`src/rtl/mac_driver_pkg.sv`:
```
// Shared types and helpers for the 4-lane int8 MAC operand driver.
package mac_driver_pkg;

    localparam int NUM_LANES = 4;
    localparam int LANE_W    = 8;
    localparam int MAC_RES_W = 18;

    typedef struct packed {
        logic v;
        logic last;
    } tag_t;

    function automatic logic signed [63:0] sat_max(input int w);
        return (64'sd1 <<< (w - 1)) - 64'sd1;
    endfunction

    function automatic logic signed [63:0] sat_min(input int w);
        return -(64'sd1 <<< (w - 1));
    endfunction

endpackage

```
`src/rtl/mac_driver_out_fifo.sv`:
```
// Group-sum output FIFO: synchronous, head shown as 0 when empty.
module mac_driver_out_fifo #(
    parameter int W     = 32,
    parameter int DEPTH = 4,
    localparam int AW   = $clog2(DEPTH),
    localparam int CW   = AW + 1
) (
    input  logic          i_clk,
    input  logic          i_rst_n,
    input  logic          i_push,
    input  logic [W-1:0]  i_data,
    input  logic          i_pop,
    output logic [W-1:0]  o_data,
    output logic [CW-1:0] o_count
);

    logic [W-1:0]  r_mem [DEPTH];
    logic [AW-1:0] r_rd;
    logic [AW-1:0] r_wr;
    logic [CW-1:0] r_cnt;

    always_ff @(posedge i_clk or negedge i_rst_n) begin
        if (!i_rst_n) begin
            r_rd  <= '0;
            r_wr  <= '0;
            r_cnt <= '0;
            for (int i = 0; i < DEPTH; i++) r_mem[i] <= '0;
        end else begin
            if (i_push) begin
                r_mem[r_wr] <= i_data;
                r_wr        <= r_wr + 1'b1;
            end
            if (i_pop) r_rd <= r_rd + 1'b1;
            case ({i_push, i_pop})
                2'b10:   r_cnt <= r_cnt + 1'b1;
                2'b01:   r_cnt <= r_cnt - 1'b1;
                default: r_cnt <= r_cnt;
            endcase
        end
    end

    assign o_data  = (r_cnt != '0) ? r_mem[r_rd] : '0;
    assign o_count = r_cnt;

endmodule

```
`src/rtl/mac_8bitx4_driver.sv`:
```
// Operand driver + group accumulator for the 4-lane int8 dot-product MAC.
// Define MAC_DRIVER_SATURATE_EN for saturating (sticky) accumulation.
module mac_8bitx4_driver
    import mac_driver_pkg::*;
#(
    parameter int MAC_LATENCY = 2,
    parameter int ACC_WIDTH   = 32,
    parameter int OUT_DEPTH   = 4
) (
    input  logic                 clock0,
    input  logic                 resetn,
    input  logic                 in_valid,
    output logic                 in_ready,
    input  logic [31:0]          in_a,
    input  logic [31:0]          in_b,
    input  logic                 in_last,
    output logic [7:0]           mac_dataa_0,
    output logic [7:0]           mac_dataa_1,
    output logic [7:0]           mac_dataa_2,
    output logic [7:0]           mac_dataa_3,
    output logic [7:0]           mac_datab_0,
    output logic [7:0]           mac_datab_1,
    output logic [7:0]           mac_datab_2,
    output logic [7:0]           mac_datab_3,
    input  logic [MAC_RES_W-1:0] mac_result,
    output logic                 out_valid,
    input  logic                 out_ready,
    output logic [ACC_WIDTH-1:0] out_data
);

    localparam int CW = $clog2(OUT_DEPTH) + 1;
    localparam int OW = NUM_LANES * LANE_W;
    localparam logic [CW:0] DEPTH_V = (CW + 1)'(OUT_DEPTH);

    logic [OW-1:0]               r_a;
    logic [OW-1:0]               r_b;
    tag_t                        r_tag [MAC_LATENCY+1];
    logic [CW-1:0]               r_pend;
    logic                        r_rdy_en;
    logic signed [ACC_WIDTH-1:0] r_acc;
    logic signed [ACC_WIDTH-1:0] w_sum;
    logic signed [ACC_WIDTH-1:0] w_res_ext;
    logic [CW-1:0]               w_cnt;
    tag_t                        w_exit;
    logic                        w_acc;
    logic                        w_inc;
    logic                        w_push;
    logic                        w_pop;

    assign w_acc    = in_valid & in_ready;
    assign w_inc    = w_acc & in_last;
    assign in_ready = r_rdy_en & (({1'b0, w_cnt} + {1'b0, r_pend}) < DEPTH_V);

    assign mac_dataa_0 = r_a[0*LANE_W +: LANE_W];
    assign mac_dataa_1 = r_a[1*LANE_W +: LANE_W];
    assign mac_dataa_2 = r_a[2*LANE_W +: LANE_W];
    assign mac_dataa_3 = r_a[3*LANE_W +: LANE_W];
    assign mac_datab_0 = r_b[0*LANE_W +: LANE_W];
    assign mac_datab_1 = r_b[1*LANE_W +: LANE_W];
    assign mac_datab_2 = r_b[2*LANE_W +: LANE_W];
    assign mac_datab_3 = r_b[3*LANE_W +: LANE_W];

    // Idle cycles drive zero operands so the MAC sees no stale data.
    always_ff @(posedge clock0 or negedge resetn) begin
        if (!resetn) begin
            r_a <= '0;
            r_b <= '0;
            for (int i = 0; i <= MAC_LATENCY; i++) r_tag[i] <= '0;
        end else begin
            r_a      <= w_acc ? in_a : '0;
            r_b      <= w_acc ? in_b : '0;
            r_tag[0] <= '{v: w_acc, last: w_inc};
            for (int i = 1; i <= MAC_LATENCY; i++) r_tag[i] <= r_tag[i-1];
        end
    end

    assign w_exit    = r_tag[MAC_LATENCY];
    assign w_push    = w_exit.v & w_exit.last;
    assign w_res_ext = ACC_WIDTH'($signed(mac_result));

    // Pending group ends reserve FIFO slots so a push never finds it full.
    always_ff @(posedge clock0 or negedge resetn) begin
        if (!resetn) begin
            r_pend   <= '0;
            r_rdy_en <= 1'b0;
        end else begin
            r_rdy_en <= 1'b1;
            case ({w_inc, w_push})
                2'b10:   r_pend <= r_pend + 1'b1;
                2'b01:   r_pend <= r_pend - 1'b1;
                default: r_pend <= r_pend;
            endcase
        end
    end

`ifdef MAC_DRIVER_SATURATE_EN
    localparam logic signed [ACC_WIDTH:0] SMAX = (ACC_WIDTH + 1)'(sat_max(ACC_WIDTH));
    localparam logic signed [ACC_WIDTH:0] SMIN = (ACC_WIDTH + 1)'(sat_min(ACC_WIDTH));

    logic                      r_sat;
    logic                      w_clip;
    logic signed [ACC_WIDTH:0] w_wide;

    always_comb begin
        w_wide = (ACC_WIDTH + 1)'(r_acc) + (ACC_WIDTH + 1)'(w_res_ext);
        w_sum  = w_wide[ACC_WIDTH-1:0];
        w_clip = 1'b0;
        if (r_sat) begin
            w_sum = r_acc;
        end else if (w_wide > SMAX) begin
            w_sum  = SMAX[ACC_WIDTH-1:0];
            w_clip = 1'b1;
        end else if (w_wide < SMIN) begin
            w_sum  = SMIN[ACC_WIDTH-1:0];
            w_clip = 1'b1;
        end
    end

    always_ff @(posedge clock0 or negedge resetn) begin
        if (!resetn)       r_sat <= 1'b0;
        else if (w_exit.v) r_sat <= w_exit.last ? 1'b0 : (r_sat | w_clip);
    end
`else
    assign w_sum = r_acc + w_res_ext;
`endif

    always_ff @(posedge clock0 or negedge resetn) begin
        if (!resetn)       r_acc <= '0;
        else if (w_exit.v) r_acc <= w_exit.last ? '0 : w_sum;
    end

    assign out_valid = (w_cnt != '0);
    assign w_pop     = out_valid & out_ready;

    mac_driver_out_fifo #(
        .W     (ACC_WIDTH),
        .DEPTH (OUT_DEPTH)
    ) u_fifo (
        .i_clk   (clock0),
        .i_rst_n (resetn),
        .i_push  (w_push),
        .i_data  (w_sum),
        .i_pop   (w_pop),
        .o_data  (out_data),
        .o_count (w_cnt)
    );

endmodule
```
`config.mk`:
```
export PLATFORM = sky130hd
export DESIGN_NAME = mac_8bitx4_driver
export DESIGN_NICKNAME = d
export VERILOG_FILES = /design/src/rtl/mac_driver_pkg.sv /design/src/rtl/mac_driver_out_fifo.sv /design/src/rtl/mac_8bitx4_driver.sv
export SDC_FILE = /design/constraint.sdc
export NUM_CORES = 1
export LEC_CHECK = 0
export ABC_AREA = 1
export CELL_PAD_IN_SITES_DETAIL_PLACEMENT = 1
export CELL_PAD_IN_SITES_GLOBAL_PLACEMENT = 1
export CORE_AREA = 2 2 157 190
export CTS_CLUSTER_SIZE = 30
export DETAILED_ROUTE_END_ITERATION = 12
export DIE_AREA = 0 0 159 192
export GPL_TIMING_DRIVEN = 0
export PLACE_DENSITY_LB_ADDON = 0.1
export SYNTH_ARGS = -nofsm -noshare
export SYNTH_HDL_FRONTEND = slang
export SYNTH_SLANG_ARGS = --single-unit
```
`constraint.sdc`:
```
create_clock -name clock0 -period 4.7 [get_ports clock0]
set_clock_uncertainty 0.2 [all_clocks]
set_input_delay 0.94 -clock clock0 [delete_from_list [all_inputs] [get_ports clock0]]
set_output_delay 0.94 -clock clock0 [all_outputs]
set_load 0.01 [all_outputs]
```
## After elaboration in Yosys (flattened, before gate mapping)

Cells that the tools add are included.

| storage, ports and cells | value |
|---|---|
| bits in registers | 241 |
| latch bits | 0 |
| bits in writable memories | 0 |
| ROM bits | 0 |
| word-level logic and storage cells | 57 |
| memories kept | 0 |

| operators by class | value |
|---|---|
| add/subtract/negate cells | 8 |
| multipliers | 0 |
| divide/modulo/power cells | 0 |
| magnitude comparators | 4 |
| equal/unequal tests | 4 |
| shifts and indexed selects | 0 |
| mux-type cells | 12 |
| bitwise operators | 7 |
| reductions and logical operators | 4 |

Operator list:

| operator | number |
|---|---|
| 32-bit 2-to-1 mux | 7 |
| 128-bit bitwise mux | 1 |
| 32-bit binary-select mux with 2-bit select | 1 |
| 32-bit demux with 2-bit select | 1 |
| 32-bit by 18-bit adder with 32-bit output | 1 |
| 3-bit case mux with 2 select lines | 2 |
| 3-bit by 1-bit adder with 3-bit output, second input constant | 2 |
| 3-bit greater-or-equal comparator, second input constant | 2 |
| 2-bit NOT with 3-bit output | 2 |
| 3-bit by 1-bit subtractor with 3-bit output, second input constant | 2 |
| 1-bit bitwise AND | 5 |
| 2-bit by 1-bit adder with 2-bit output, second input constant | 2 |
| 3-bit by 3-bit adder with 4-bit output | 1 |
| 2-bit by 1-bit equality test with 1-bit output, second input constant | 2 |
| 2-bit equality test, second input constant | 2 |
| 4-bit by 3-bit < comparator with 1-bit output, second input constant | 1 |
| 2-bit nonzero test | 2 |
| 3-bit by 1-bit < comparator with 1-bit output, second input constant | 1 |
| 3-bit nonzero test | 1 |
| 1-bit logical AND | 1 |

## Logic depth before layout (Yosys ltp)

| depth | value |
|---|---|
| depth in word-level cells | 7 |
| mapped depth | 14 |
| mapped depth without buffers | 13 |

## Cells and area by module

From an unflattened synthesis, not the netlist that was laid out.

| second synthesis, totals | value |
|---|---|
| cells, all modules | 1,719 |
| area total of the unflattened synthesis | 13,150.1 µm² |

By module, submodules not included:

| module | times used | cells an instance | area an instance (µm²) | seq. area each (µm²) |
|---|---|---|---|---|
| mac_8bitx4_driver | 1 | 859 | 6,597.6 | 2,652.5 |
| mac_driver_out_fifo | 1 | 860 | 6,552.5 | 3,378.2 |

## Worst setup path after synthesis

No wires, ideal clock.

| timing | value |
|---|---|
| path type | reg-to-reg |
| from | reg r_pend[2] |
| to | reg r_pend[1] |
| arrival time | 2.454 ns |
| setup slack | 1.963 ns |
| cell stages (with the launch flop) | 13 |
| clock period less this slack | 2.737 ns |
| cells stage by stage | dfrtp_1 ha_1 nor4_1 inv_1 a31oi_1 nand2_1 buf_2 inv_1 nand2_1 ha_1 inv_1 fa_1 o21ai_0 |

| on the way | value |
|---|---|
| cells in the longest elaborated chain, start to end | 7 |
| elaborated cells between the ends (all ways) | 9 |
| those cells by class | add/sub: 1; order compare: 1; eq/ne: 2; mux: 1; bitwise: 3; reduce/logical: 1 |

Ends and longest elaborated chain:

| item | RTL line | source |
|---|---|---|
| from (decl) | mac_8bitx4_driver.sv:38 | `logic [CW-1:0] r_pend;` |
| from (signal assigned) | mac_8bitx4_driver.sv:89 | `2'b10: r_pend <= r_pend + 1'b1;` |
| from (signal assigned) | mac_8bitx4_driver.sv:90 | `2'b01: r_pend <= r_pend - 1'b1;` |
| from (signal assigned) | mac_8bitx4_driver.sv:91 | `default: r_pend <= r_pend;` |
| 3-bit by 3-bit adder with 4-bit output (*) | mac_8bitx4_driver.sv:52 | `assign in_ready = r_rdy_en & (({1'b0, w_cnt} + {1'b0, r_pend}) < DEPTH_V);` |
| 4-bit by 3-bit < comparator with 1-bit output (*) | mac_8bitx4_driver.sv:52 |  |
| 1-bit bitwise AND (*) | mac_8bitx4_driver.sv:52 |  |
| net in_ready | mac_8bitx4_driver.sv:13 | `output logic in_ready,` |
| 1-bit bitwise AND (*) | mac_8bitx4_driver.sv:50 | `assign w_acc = in_valid & in_ready;` |
| net w_acc | mac_8bitx4_driver.sv:45 | `logic w_acc;` |
| 1-bit bitwise AND (*) | mac_8bitx4_driver.sv:51 | `assign w_inc = w_acc & in_last;` |
| 2-bit by 1-bit equality test with 1-bit output or 2-bit equality test (tied branches) | mac_8bitx4_driver.sv:88 | `case ({w_inc, w_push})` |
| 3-bit case mux with 2 select lines or 2-bit nonzero test (tied branches) | -- |  |

Mark *: on every way through the listed nets, which the timed path passes. The rest lies on a longest branch.
A chain may end at the register's enable or synchronous reset.

## Worst setup path in the final report

| timing | value |
|---|---|
| from | reg u_fifo.r_cnt[1], in the netlist u_fifo.o_count[1] |
| to | out out_data[24] |

| on the way | value |
|---|---|
| cells in the longest elaborated chain, start to end | 2 |

Ends and longest elaborated chain:

| item | RTL line | source |
|---|---|---|
| from (decl) | mac_driver_out_fifo.sv:20 | `logic [CW-1:0] r_cnt;` |
| from (signal assigned) | mac_driver_out_fifo.sv:35 | `2'b10: r_cnt <= r_cnt + 1'b1;` |
| from (signal assigned) | mac_driver_out_fifo.sv:36 | `2'b01: r_cnt <= r_cnt - 1'b1;` |
| from (signal assigned) | mac_driver_out_fifo.sv:37 | `default: r_cnt <= r_cnt;` |
| 3-bit nonzero test | mac_driver_out_fifo.sv:42 | `assign o_data = (r_cnt != '0) ? r_mem[r_rd] : '0;` |
| 32-bit 2-to-1 mux | mac_driver_out_fifo.sv:42 |  |
| to (decl) | mac_8bitx4_driver.sv:28 | `output logic [ACC_WIDTH-1:0] out_data` |

No other way between the ends.

==> impl_metrics.env <==
export IMPL_synth_edf_count=0
export IMPL_syn_avg_cell_area_um2=7.62
export IMPL_antenna_left=0
export IMPL_start_kind="flop"
export IMPL_yosysSeqAreaShare_pct=49.3
export IMPL_grt_pass1_vias=12200
export IMPL_power_density_nw_per_um2=615
export IMPL_grt_pass1_wl_um=66600
export IMPL_multiInputGateArea_um2=5120
export IMPL_overflow=0
export IMPL_cts_root_buf="clkbuf_16"
export IMPL_h_tree_depth=1
export IMPL_clk_pin_slew_ns=0.06
export IMPL_grt_max_degree=118
export IMPL_max_freq_mhz=224
export IMPL_area_delta_synth_final_pct=26.5
export IMPL_dp_hpwl_um=30900
export IMPL_antenna_found_initial=2
export IMPL_synth_cell_types=32
export IMPL_cap_violations=0
export IMPL_hold_viol_final=0
export IMPL_routed_wl_um=41900
export IMPL_hp_class="flop to flop"
export IMPL_p_leak_nw=7.87
export IMPL_io_pins=185
export IMPL_port_buffers=184
export IMPL_routedWlPerCell_um=18.8
export IMPL_layout_drive_gt1_share_pct=3.92
export IMPL_cts_tree="built"
export IMPL_initial_core_util_pct=42.8
export IMPL_regArea_um2=6030
export IMPL_clockBufferDepth=3
export IMPL_mappedNetlistArea_um2=12200
export IMPL_cp_max_fo=10
export IMPL_die_w_um=159
export IMPL_slew_headroom_pct=9.72
export IMPL_layout_cells_non_filler=2226
export IMPL_cpMaxStageDelayCell="nor3_1"
export IMPL_die_h_um=192
export IMPL_synth_seq_cells=241
export IMPL_finalSetupViolCount=0
export IMPL_total_power_mw=9.51
export IMPL_synth_nets=1734
export IMPL_critical_path_class="flop to output port"
export IMPL_min_period_over_period_pct=95.1
export IMPL_required_ns=3.56
export IMPL_cts_resized=0
export IMPL_cts_made_buffers=28
export IMPL_grtUsageTotal_pct=28.0
export IMPL_endpoint_kind="output port"
export IMPL_critical_path_arrival_ns=3.33
export IMPL_slew_violations=0
export IMPL_finalCriticalPeriod_ns=4.47
export IMPL_drtIter0Drc=501
export IMPL_core_um2=28600
export IMPL_clock_sinks=241
export IMPL_yosysWarnings=0
export IMPL_use_met3_pct=5.79
export IMPL_busiest_layer="met2"
export IMPL_grt_met1_usage_pct=32.1
export IMPL_fin_nets=1951
export IMPL_peakVddDrop_v=0.000287
export IMPL_row_count=68
export IMPL_syn_inst=1605
export IMPL_fin_ws_ns=0.231
export IMPL_ys_flop_type="dfrtp_1"
export IMPL_status="complete, no violations"
export IMPL_dieArea_um2=30500
export IMPL_use_met2_pct=51.7
export IMPL_clk_latency_ns=0.57
export IMPL_via_count=11300
export IMPL_worstMarginPinSlew_ns=1.34
export IMPL_firstDrtPassIters=5
export IMPL_rsz0062_at_grt="no"
export IMPL_drcViolationCount=0
export IMPL_cp_cell_sequence="nor3_1, clkbuf_1, a21oi_1, clkdlybuf4s50_1"
export IMPL_n_fill_cell=3642
export IMPL_max_stage_delay_ns=1.09
export IMPL_via_per_inst=5.08
export IMPL_gp_congestion=0.894
export IMPL_pre_cts_ws_ns=0.772
export IMPL_async_flop_share_pct=100
export IMPL_dp_cells=2176
## synth_stat cells (2+ instances only)
master,instances,area [µm²]
dfrtp_1,241,6030
a21oi_1,73,365
nand4_1,3,18.8
o21bai_1,2,15.0
nand3_1,99,495
buf_6,5,56.3
buf_1,3,11.3
nor2_1,199,747
nand2_1,473,1780
inv_2,2,7.51
nand2_2,8,50.1
clkbuf_1,49,184
xor2_1,3,26.3
fa_1,3,60.1
nor2_2,3,18.8
a22o_1,3,26.3
and2_1,3,18.8
xnor2_1,15,131
o21ai_0,141,706
nor3_1,2,10.0
ha_1,39,488
inv_1,214,803
xor2_2,3,48.8
nand3_2,6,60.1
buf_2,4,20.0
o21ai_1,2,10.0
nand3b_1,2,15.0
## stage by stage
stage	hold WS [ns]	area (µm²)	TNS (ns)	util, %
floorplan	0.131	12200	0	-
global placement	0.133	14600	-1950.66	50.9
detailed placement	0.136	14600	0	51.1
CTS	0.147	15500	0	54.1
global route	0.164	15500	0	54.1
finish	0.152	15500	0	54.1
## worst paths after layout
path	start	endpoint	slack, ns	depth (start not counted)
min reg2reg	r_tag[5]	r_tag[3]	0.15	0
min in group asynchronous	resetn	u_fifo.r_mem[9]	0.59	2
max	u_fifo.o_count[1]	out_data[24]	0.23	4
max reg2reg	u_fifo.o_count[1]	u_fifo.o_count[1]	1.45	8
min	r_tag[5]	r_tag[3]	0.15	0
max in group asynchronous	resetn	r_acc[12]	2.87	3
## power by group
group / total, mW / internal (mW) / switching (mW)
Clock: 2.04 / 1.17 / 0.873
Combinational: 4.74 / 1.68 / 3.06
Sequential: 2.73 / 2.50 / 0.226
Total: 9.51 / 5.35 / 4.16
## placed cells by master (no fill, tap or decap), types with 2 or more instances in the layout
cell and instances:
dfrtp_1 241, xnor2_1 15, a21oi_1 73, o21bai_1 2, buf_2 4, clkbuf_8 5, o21ai_1 2, nor2_1 199
nand2_2 8, buf_1 3, xor2_2 3, clkbuf_1 59, inv_2 2, clkdlybuf4s50_1 183, buf_16 2, nand3b_1 2
fa_1 3, inv_1 214, nand4_1 3, nand3_2 6, nand2_1 473, nor2_2 3, xor2_1 3, diode_2 2
a22o_1 3, nor3_1 2, o21ai_0 141, and2_1 3, nand3_1 99, ha_1 39, buf_6 5, clkbuf_16 28
## layer usage
metal  routed length [µm]  up-vias
li1                     -     5402
met1                16900     5559
met2                21100      271
met3                 2500       81
met4                 1320        0
met5                    0        -
## critical path: cells and delay by family (launching register included)
family	cells	cell delay, ns
buffers and inverters	2	1.13
AOI/OAI and AO/OA	1	0.11
and+or+nand+nor	1	1.09
DFF	1	0.43
## logic make-up after synthesis
| kind of cell | synth area share [%] |
|---|---|
| buffers and inverters | 8.85 |
| xor gates and xnor gates | 1.69 |
| and+or+nand+nor | 26.3 |
| adders and majority gates | 4.48 |
| AOI/OAI and AO/OA | 9.38 |
| DFF | 49.3 |
| other | 0.0307 |
## state kept, by name (all words and copies together) (netlist names)
register and count:
r_a 32, r_acc 32, r_b 32, r_pend 3, r_rdy_en 1, r_tag 6, u_fifo.o_count 3, u_fifo.r_mem 128
u_fifo.r_rd 2, u_fifo.r_wr 2
## layout make-up
| cell class | instances | share of cell area [%] |
|---|---|---|
| antenna | 2 | 0.0323 |
| buffer | 61 | 1.75 |
| clock buffer | 43 | 5.21 |
| clock inverter | 4 | 0.243 |
| inverter | 216 | 5.24 |
| multi-input combinational | 1087 | 33.1 |
| sequential | 241 | 39.0 |
| tap | 385 | 3.11 |
| timing repair buffer | 187 | 12.4 |
## what timing repair did
item,CTS,global route
hold buffers,1,0
hold endpoints to repair,8,0
setup endpoints to repair,0,0
buffers inserted,0,0
Note: power is estimated with default switching activity, not from simulation.
